## config.mk

```make
export PLATFORM = sky130hd
export DESIGN_NAME = biquad8_coeff_loader
export DESIGN_NICKNAME = d
export VERILOG_FILES = /design/src/rtl/biquad8_ctrl_pkg.sv /design/src/rtl/biquad8_coeff_table.sv /design/src/rtl/biquad8_coeff_loader.sv
export SDC_FILE = /design/constraint.sdc
export NUM_CORES = 1
export LEC_CHECK = 0
export CORE_MARGIN = 3
export CORE_UTILIZATION = 55
export DETAILED_ROUTE_END_ITERATION = 16
export MAX_ROUTING_LAYER = met4
export PLACE_DENSITY = 0.84
export SLEW_MARGIN = 20
export SYNTH_ARGS = -nofsm -noshare
export SYNTH_HDL_FRONTEND = slang
export SYNTH_SLANG_ARGS = --single-unit
```

## constraint.sdc

```tcl
create_clock -name wb_clk_i -period 3.55 [get_ports wb_clk_i]
set_clock_uncertainty 0.2 [all_clocks]
set_input_delay 0.355 -clock wb_clk_i [delete_from_list [all_inputs] [get_ports wb_clk_i]]
set_output_delay 0.355 -clock wb_clk_i [all_outputs]
set_load 0.05 [all_outputs]
```

## src/rtl/biquad8_ctrl_pkg.sv

```systemverilog
// biquad8_ctrl_pkg: shared biquad8 control register map and coefficient loader types
package biquad8_ctrl_pkg;
    localparam logic [6:0] ADR_UPDATE       = 7'h00;
    localparam logic [6:0] ADR_FIR          = 7'h04;
    localparam logic [6:0] ADR_IIR          = 7'h08;
    localparam logic [6:0] ADR_INC          = 7'h0C;
    localparam logic [6:0] ADR_POLEFIR_BASE = 7'h10;
    localparam int TBL_W = 25;
    typedef enum logic [2:0] {
        ST_IDLE, ST_FETCH, ST_LOAD, ST_WRITE, ST_UPDATE, ST_DONE, ST_ABORT
    } loader_state_t;
    typedef enum logic [1:0] {
        ERR_NONE = 2'b00, ERR_WB = 2'b01, ERR_TIMEOUT = 2'b10
    } err_code_t;
endpackage

```

## src/rtl/biquad8_coeff_table.sv

```systemverilog
// biquad8_coeff_table: DEPTH x 25 single-port coefficient RAM with registered read
module biquad8_coeff_table
    import biquad8_ctrl_pkg::*;
#(
    parameter int DEPTH = 32,
    parameter int AW    = $clog2(DEPTH)
) (
    input  logic             wb_clk_i,
    input  logic             wr_en,
    input  logic             rd_en,
    input  logic [AW-1:0]    adr,
    input  logic [TBL_W-1:0] wdat,
    output logic [TBL_W-1:0] rdat
);
    logic [TBL_W-1:0] mem [DEPTH];
    always_ff @(posedge wb_clk_i) begin
        if (wr_en) mem[adr] <= wdat;
        if (rd_en) rdat <= mem[adr];
    end
endmodule

```

## src/rtl/biquad8_coeff_loader.sv

```systemverilog
// biquad8_coeff_loader: WISHBONE initiator replaying a coefficient table into one biquad8 target
// Optional BIQUAD8_LOADER_TIMEOUT_EN aborts a write left unanswered for TIMEOUT_CYCLES.
module biquad8_coeff_loader
    import biquad8_ctrl_pkg::*;
#(
    parameter int DEPTH          = 32,
    parameter int AW             = $clog2(DEPTH),
    parameter bit UPDATE_AT_END  = 1'b1,
    parameter int TIMEOUT_CYCLES = 1024
) (
    input  logic             wb_clk_i,
    input  logic             wb_rst_ni,
    output logic             wb_cyc_o,
    output logic             wb_stb_o,
    output logic             wb_we_o,
    output logic [6:0]       wb_adr_o,
    output logic [31:0]      wb_dat_o,
    output logic [3:0]       wb_sel_o,
    input  logic             wb_ack_i,
    input  logic             wb_err_i,
    input  logic             wb_rty_i,
    input  logic             tbl_wr_i,
    input  logic [AW-1:0]    tbl_adr_i,
    input  logic [TBL_W-1:0] tbl_dat_i,
    input  logic             start_i,
    input  logic [AW:0]      nent_i,
    output logic             busy_o,
    output logic             done_o,
    output logic             err_o,
    output logic [1:0]       err_code_o
);
    loader_state_t    state;
    logic [AW-1:0]    idx;
    logic [AW:0]      nent, idx_nxt;
    logic [TBL_W-1:0] rd_dat;
    logic             gap, last, tmo;
    logic             unused_adr_lsb;
    assign wb_we_o = wb_cyc_o;
    assign wb_sel_o = 4'hF;
    assign idx_nxt = {1'b0, idx} + (AW+1)'(1);
    assign last = idx_nxt == nent;
    assign unused_adr_lsb = ^rd_dat[19:18];
    biquad8_coeff_table #(.DEPTH(DEPTH), .AW(AW)) u_table (
        .wb_clk_i (wb_clk_i),
        .wr_en    (tbl_wr_i && !busy_o),
        .rd_en    (state == ST_FETCH),
        .adr      (busy_o ? idx : tbl_adr_i),
        .wdat     (tbl_dat_i),
        .rdat     (rd_dat)
    );
`ifdef BIQUAD8_LOADER_TIMEOUT_EN
    localparam int TW = $clog2(TIMEOUT_CYCLES + 1);
    logic [TW-1:0] tmo_cnt;
    always_ff @(posedge wb_clk_i) begin
        tmo_cnt <= (!wb_rst_ni || !wb_stb_o) ? '0 : tmo_cnt + TW'(1);
    end
    assign tmo = wb_stb_o && tmo_cnt == TW'(TIMEOUT_CYCLES - 1);
`else
    logic unused_tmo;
    assign unused_tmo = TIMEOUT_CYCLES == 0;
    assign tmo = 1'b0;
`endif
    always_ff @(posedge wb_clk_i) begin
        if (!wb_rst_ni) begin
            state      <= ST_IDLE;
            wb_cyc_o   <= 1'b0;
            wb_stb_o   <= 1'b0;
            wb_adr_o   <= '0;
            wb_dat_o   <= '0;
            busy_o     <= 1'b0;
            done_o     <= 1'b0;
            err_o      <= 1'b0;
            err_code_o <= ERR_NONE;
            idx        <= '0;
            nent       <= '0;
            gap        <= 1'b0;
        end else begin
            done_o <= 1'b0;
            case (state)
                ST_IDLE: if (start_i) begin
                    busy_o     <= 1'b1;
                    err_o      <= 1'b0;
                    err_code_o <= ERR_NONE;
                    idx        <= '0;
                    nent       <= nent_i;
                    gap        <= 1'b1;
                    state      <= nent_i != '0 ? ST_FETCH : UPDATE_AT_END ? ST_UPDATE : ST_DONE;
                end
                ST_FETCH: state <= ST_LOAD;
                ST_LOAD: begin
                    wb_adr_o <= {rd_dat[24:20], 2'b00};
                    wb_dat_o <= {14'b0, rd_dat[17:0]};
                    wb_cyc_o <= 1'b1;
                    wb_stb_o <= 1'b1;
                    state    <= ST_WRITE;
                end
                // gap delays the update strobe so it keeps two idle cycles like table writes
                ST_UPDATE: if (!wb_cyc_o) begin
                    gap <= 1'b0;
                    if (!gap) begin
                        wb_adr_o <= ADR_UPDATE;
                        wb_dat_o <= 32'h1;
                        wb_cyc_o <= 1'b1;
                        wb_stb_o <= 1'b1;
                    end
                end
                ST_DONE: begin
                    done_o <= 1'b1;
                    busy_o <= 1'b0;
                    state  <= ST_IDLE;
                end
                ST_ABORT: begin
                    busy_o <= 1'b0;
                    state  <= ST_IDLE;
                end
                default: ;
            endcase
            if (wb_stb_o) begin
                if (wb_err_i || tmo) begin
                    wb_cyc_o   <= 1'b0;
                    wb_stb_o   <= 1'b0;
                    err_o      <= 1'b1;
                    err_code_o <= wb_err_i ? ERR_WB : ERR_TIMEOUT;
                    state      <= ST_ABORT;
                end else if (wb_rty_i) begin
                    wb_stb_o <= 1'b0;
                end else if (wb_ack_i) begin
                    wb_cyc_o <= 1'b0;
                    wb_stb_o <= 1'b0;
                    idx      <= idx_nxt[AW-1:0];
                    gap      <= 1'b1;
                    state    <= (state == ST_UPDATE || (last && !UPDATE_AT_END)) ? ST_DONE :
                                last ? ST_UPDATE : ST_FETCH;
                end
            end else if (wb_cyc_o) begin
                wb_stb_o <= 1'b1;
            end
        end
    end
endmodule
```

* After elaboration in Yosys (flattened, before gate mapping) *
Memory sizes are Yosys's and may differ from the RTL's. A register that Yosys moved wholly into a read port is not among the register bits.
Cells that the tools add are included.

storage, ports and cells
  memories kept = 1
  output and inout port bits = 51
  bits in latches = 0
  ROM bits = 0
  bits in registers = 61
  RAM bits = 800
  word-level logic and storage cells = 90

memory list
  memory       depth  bits a word  rd ports  clocked after Yosys merged registers in  write ports  line                       RTL
  u_table.mem  32     25           1         1                                        1            biquad8_coeff_table.sv:15  logic [TBL_W-1:0] mem [DEPTH];

cells by class
  shift operators = 0
  divide/modulo/power cells = 0
  $add $sub $neg = 1
  eq/ne operators = 9
  multiplexer cells = 57
  reductions and logical operators = 10
  multiply operators = 0
  order comparisons = 0
  bitwise logic cells = 0

operators by type and width
  operator                                        number
  2-to-1 mux 32 bit                               2
  case mux 32 bit (2 select lines)                1
  2-to-1 mux 5 bit                                7
  2-to-1 mux 1 bit                                27
  2-to-1 mux 3 bit                                8
  2-to-1 mux 7 bit                                2
  case mux 7 bit (2 select lines)                 1
  case mux 3 bit (4 select lines)                 1
  == test 3 bit (second input constant)           3
  2-to-1 mux 2 bit                                4
  case mux 1 bit (2 select lines)                 4
  adder 5 x 1 -> 6 bit (second input constant)    1
  == test 6 bit                                   1
  != test 2 bit (second input constant)           3
  nonzero test 6 bit                              1
  AND reduction 2 bit                             2
  nonzero test 2 bit                              2
  == test 3 x 1 -> 1 bit (second input constant)  1
  == test 3 x 2 -> 1 bit (second input constant)  1
  logical NOT 3 bit                               1
  AND reduction 3 bit                             1
  OR reduction 2 bit                              1
  logical AND 1 bit                               1
  logical NOT 1 bit                               1

* Longest topological paths before layout *
  depth after elaboration = 8
  depth in mapped cells = 9
  gate-level depth less buffers = 6

* Modules after synthesis *
From an unflattened synthesis, not the netlist that was laid out.

unflattened totals
  cells, all modules = 1,900
  area total of the unflattened synthesis = 33,539.7 um2

by module, submodules not included
  module                cells each  area each (um2)  times used  seq. area each (um2)
  biquad8_coeff_table   1,658       31,378.8         1           24,773.8
  biquad8_coeff_loader  242         2,160.8          1           900.9

* Worst setup path after synthesis *
No wires, ideal clock.

  path type = register -> register
  start = register busy_o
  end = memory u_table.mem[16][0] (enable)
  buffers on the path = 3
  clock period less this slack = 3.708 ns
  data arrival time = 3.103 ns
  slack = -0.158 ns
  cell stages (with the launch flop) = 7
  library setup time = 0.405 ns
  data required time = 2.945 ns
  cells stage by stage = dfxtp_1 buf_6 buf_2 inv_1 o31ai_1 clkbuf_1 nor2b_1

on the way
  cells in the longest elaborated chain, start to end = 4
  elaborated cells on any way between the ends = 5
  classes of those cells = mux (3); reduce/logical (2)

ends and longest elaborated chain
  item                                    line                         RTL
  start: declaration                      biquad8_coeff_loader.sv:27   output logic busy_o,
  start signal: assignment                biquad8_coeff_loader.sv:70   busy_o <= 1'b0;
  start signal: assignment                biquad8_coeff_loader.sv:81   busy_o <= 1'b1;
  start signal: assignment                biquad8_coeff_loader.sv:109  busy_o <= 1'b0;
  logical NOT 1 bit                       biquad8_coeff_loader.sv:45   .wr_en (tbl_wr_i && !busy_o),
  logical AND 1 bit                       biquad8_coeff_loader.sv:45
  2-to-1 mux 1 bit                        biquad8_coeff_table.sv:17    if (wr_en) mem[adr] <= wdat;
  2-to-1 mux 1 bit (implied by the code)  biquad8_coeff_table.sv:17
  end: declaration                        biquad8_coeff_table.sv:15

Parallel ways exist; a longest one is shown, timed or not.

* Final worst setup path *
  start = register busy_o
  end = register u_table.rdat[14] (read register of u_table.mem) (data pin)

on the way
  cells in the longest elaborated chain, start to end = 1

ends and longest elaborated chain
  item              line                        RTL
  2-to-1 mux 5 bit  biquad8_coeff_loader.sv:47  .adr (busy_o ? idx : tbl_adr_i),
  end: declaration  biquad8_coeff_table.sv:13   output logic [TBL_W-1:0] rdat

No other way between the ends.
A chain may end at the register's enable or synchronous reset.

==> metrics.csv <==
metric;value;unit
status;finished, final reports clean;
totalWireLength;82600;µm
drc;0;
dieArea;0.0593;mm²
globalplace.congestion;0.860;
critical_path_arrival;3.32;ns
finalSetupViolations;0;
cts_buffers;75;
tns;0;ns
met2_usage;43.2;%
start_util;56.0;%
grt_usage;28.8;%
grt_pass1_wl;121000;µm
yosysSeqAreaShare;76.3;%
dp.cells;2508;
vdd_drop_max;0.000419;V
hold_path_class;in2reg;
synth-edff-count;759;
grt_max_degree;47;
finalCritPeriodShare;92.0;%
portBuffers;71;
nFillCells;3428;
syn_area;0.0310;mm²
drv_cap;0;
rsz0062_at_grt;false;
vias;18268;
cts_setup_buffers;0;
cts_sinks;804;
synth_cell_types;59;
p_per_area;652;mW/mm²
grt_pass1_vias;18309;
synthCells;1685;
critPathRequiredTime;3.61;ns
core_area;0.0554;mm²
worstSetupPathType;reg2reg;
relSlewSlack;23.0;%
drt-wirelength-per-cell;31.2;µm
tightest_slew;1.15;ns
yosysWarnings;0;
grt_util_met1;35.8;%
syn2layout_area_growth;15.1;%
htreeDepth;3;
clockBufferDepth;3;
end_kind;flip-flop;
finalHoldViolations;0;
stdcell_area;0.0357;mm²
yosysTopAreaCellShare;73.4;%
placedInstanceArea;0.0334;mm²
critPathLaunchType;flip-flop;
drive_gt1_share;22.1;%
yosys.area.top_type;edfxtp_1;
hpwl;47700;µm
post-route-min-period;3.27;ns
grt.busiest_layer;met2;
cp_max_fo;22;
final_antenna_net_count;0;
yosysMostFrequentCell;edfxtp_1;
drtIter0Drc;2752;
nets;1881;
layoutNonFillerInstCount;2644;
use_met3;7.89;%
holdWs;0.0703;ns
ys_async_sr_fraction;0;%
grt_antenna_before_repair;1;
synth_area_leaders;edfxtp_1, mux4_2, dfxtp_1;
firstDrtPassIters;6;
finalPower;23.3;mW
pin_count;94;
via_per_inst;6.91;
avgSynthCellArea;18.4;µm²
clk_pin_slew;0.07;ns
ys.flop_type;edfxtp_1;
hold_buffers;0;
timing.fmax;0.306;GHz
root_buffer;clkbuf_16;
cts_resized;0;
die_w;244;µm
fp.dieH;244;µm
rows;86;
slew_violations;0;
overflow;0;
leakage;11.1;nW
synthTopCellsByCount;edfxtp_1, o21ai_0, mux4_2;
clk_latency;0.62;ns
cts_tree;yes;
synth_seq_cells;804;
-- metrics by stage --
| stage | utilization, % | setup slack, ns |
|---|---|---|
| after detailed placement | 60.2 | 0.198 |
| after CTS | 64.5 | 0.433 |
| after global routing | 64.4 | 0.181 |
| final | 64.5 | 0.283 |
| after global placement | 60.2 | 0.287 |
| after floorplan | - | 0.146 |
-- worst max-delay path, cell delays in order (launching register included) --
cell and delay, ns:
dfxtp_1 0.56, buf_4 0.33, buf_4 0.24, mux2i_1 0.59, mux2i_1 0.21, o2111ai_1 0.43
nand4_1 0.35
-- metal layers --
layer	share of wire, %	wire (µm)
met1	33	27300
met2	47	38700
met4	6.6	5490
met3	13	11100
met5	0	0
-- sequential cells by signal (all words and copies together), names as in the netlist, 2 cells and up --
| signal | count |
|---|---|
| wb_adr_o | 5 |
| state | 3 |
| nent | 6 |
| idx | 5 |
| wb_dat_o | 18 |
| err_code_o | 2 |
| u_table.mem | 736 |
| u_table.rdat | 23 |
-- final cells by class --
cell class / count / area (µm²) / area share, %
flip-flops and latches: 804 / 23700 / 66.3
well taps: 748 / 936 / 2.62
multi-input cells: 770 / 7010 / 19.6
repair buffers: 185 / 1680 / 4.72
clock inverters: 41 / 403 / 1.13
clock buffers: 93 / 1990 / 5.56
inverters: 1 / 3.75 / 0.0105
diodes: 2 / 5.00 / 0.0140
-- cell usage in the layout, fill, tap and decap left out, types with 7 or more instances in the layout --
| master | instances |
|---|---|
| buf_2 | 9 |
| a22o_1 | 7 |
| a22oi_1 | 73 |
| clkbuf_1 | 16 |
| o21ai_0 | 158 |
| nand2b_1 | 10 |
| a21oi_1 | 30 |
| nand2_1 | 64 |
| nor2_2 | 25 |
| nand3_1 | 31 |
| clkinv_2 | 11 |
| mux4_2 | 132 |
| conb_1 | 20 |
| a41oi_1 | 22 |
| edfxtp_1 | 759 |
| a21boi_0 | 35 |
| nor2_1 | 12 |
| clkinv_1 | 10 |
| buf_4 | 101 |
| clkdlybuf4s50_1 | 62 |
| nand4_1 | 34 |
| dfxtp_1 | 45 |
| clkbuf_16 | 77 |
| buf_12 | 13 |
| nor2b_1 | 8 |
-- power by group --
part           switching (mW)  internal (mW)  total [mW]
sequential              0.273           10.8        11.1
combinational            2.65           1.64        4.29
clock                    3.47           4.44        7.92
-- cell families after synthesis --
| logic type | synth area share, % |
|---|---|
| AO/OA/AOI/OAI | 7.30 |
| XOR/XNOR | 0.198 |
| adder cells (fa/ha/maj) | 0.0403 |
| buffers and inverters | 2.01 |
| flip-flops | 76.3 |
| multiplexers | 10.1 |
| other | 0.0242 |
| AND/OR/NAND/NOR | 3.97 |
-- worst paths after layout --
path	start	end	slack, ns	cells past startpoint
min reg2reg	err_code_o[1]$_SDFF_PN0_	err_code_o[1]$_SDFF_PN0_	0.24	2
max reg2reg	busy_o$_SDFFE_PN0P_	u_table.rdat[14]$_DFFE_PP_	0.28	6
max	busy_o$_SDFFE_PN0P_	u_table.rdat[14]$_DFFE_PP_	0.28	6
min	tbl_dat_i[7]	u_table.mem[22][7]$_DFFE_PP_	0.07	1
No activity file was read; power rests on OpenSTA's default activity.
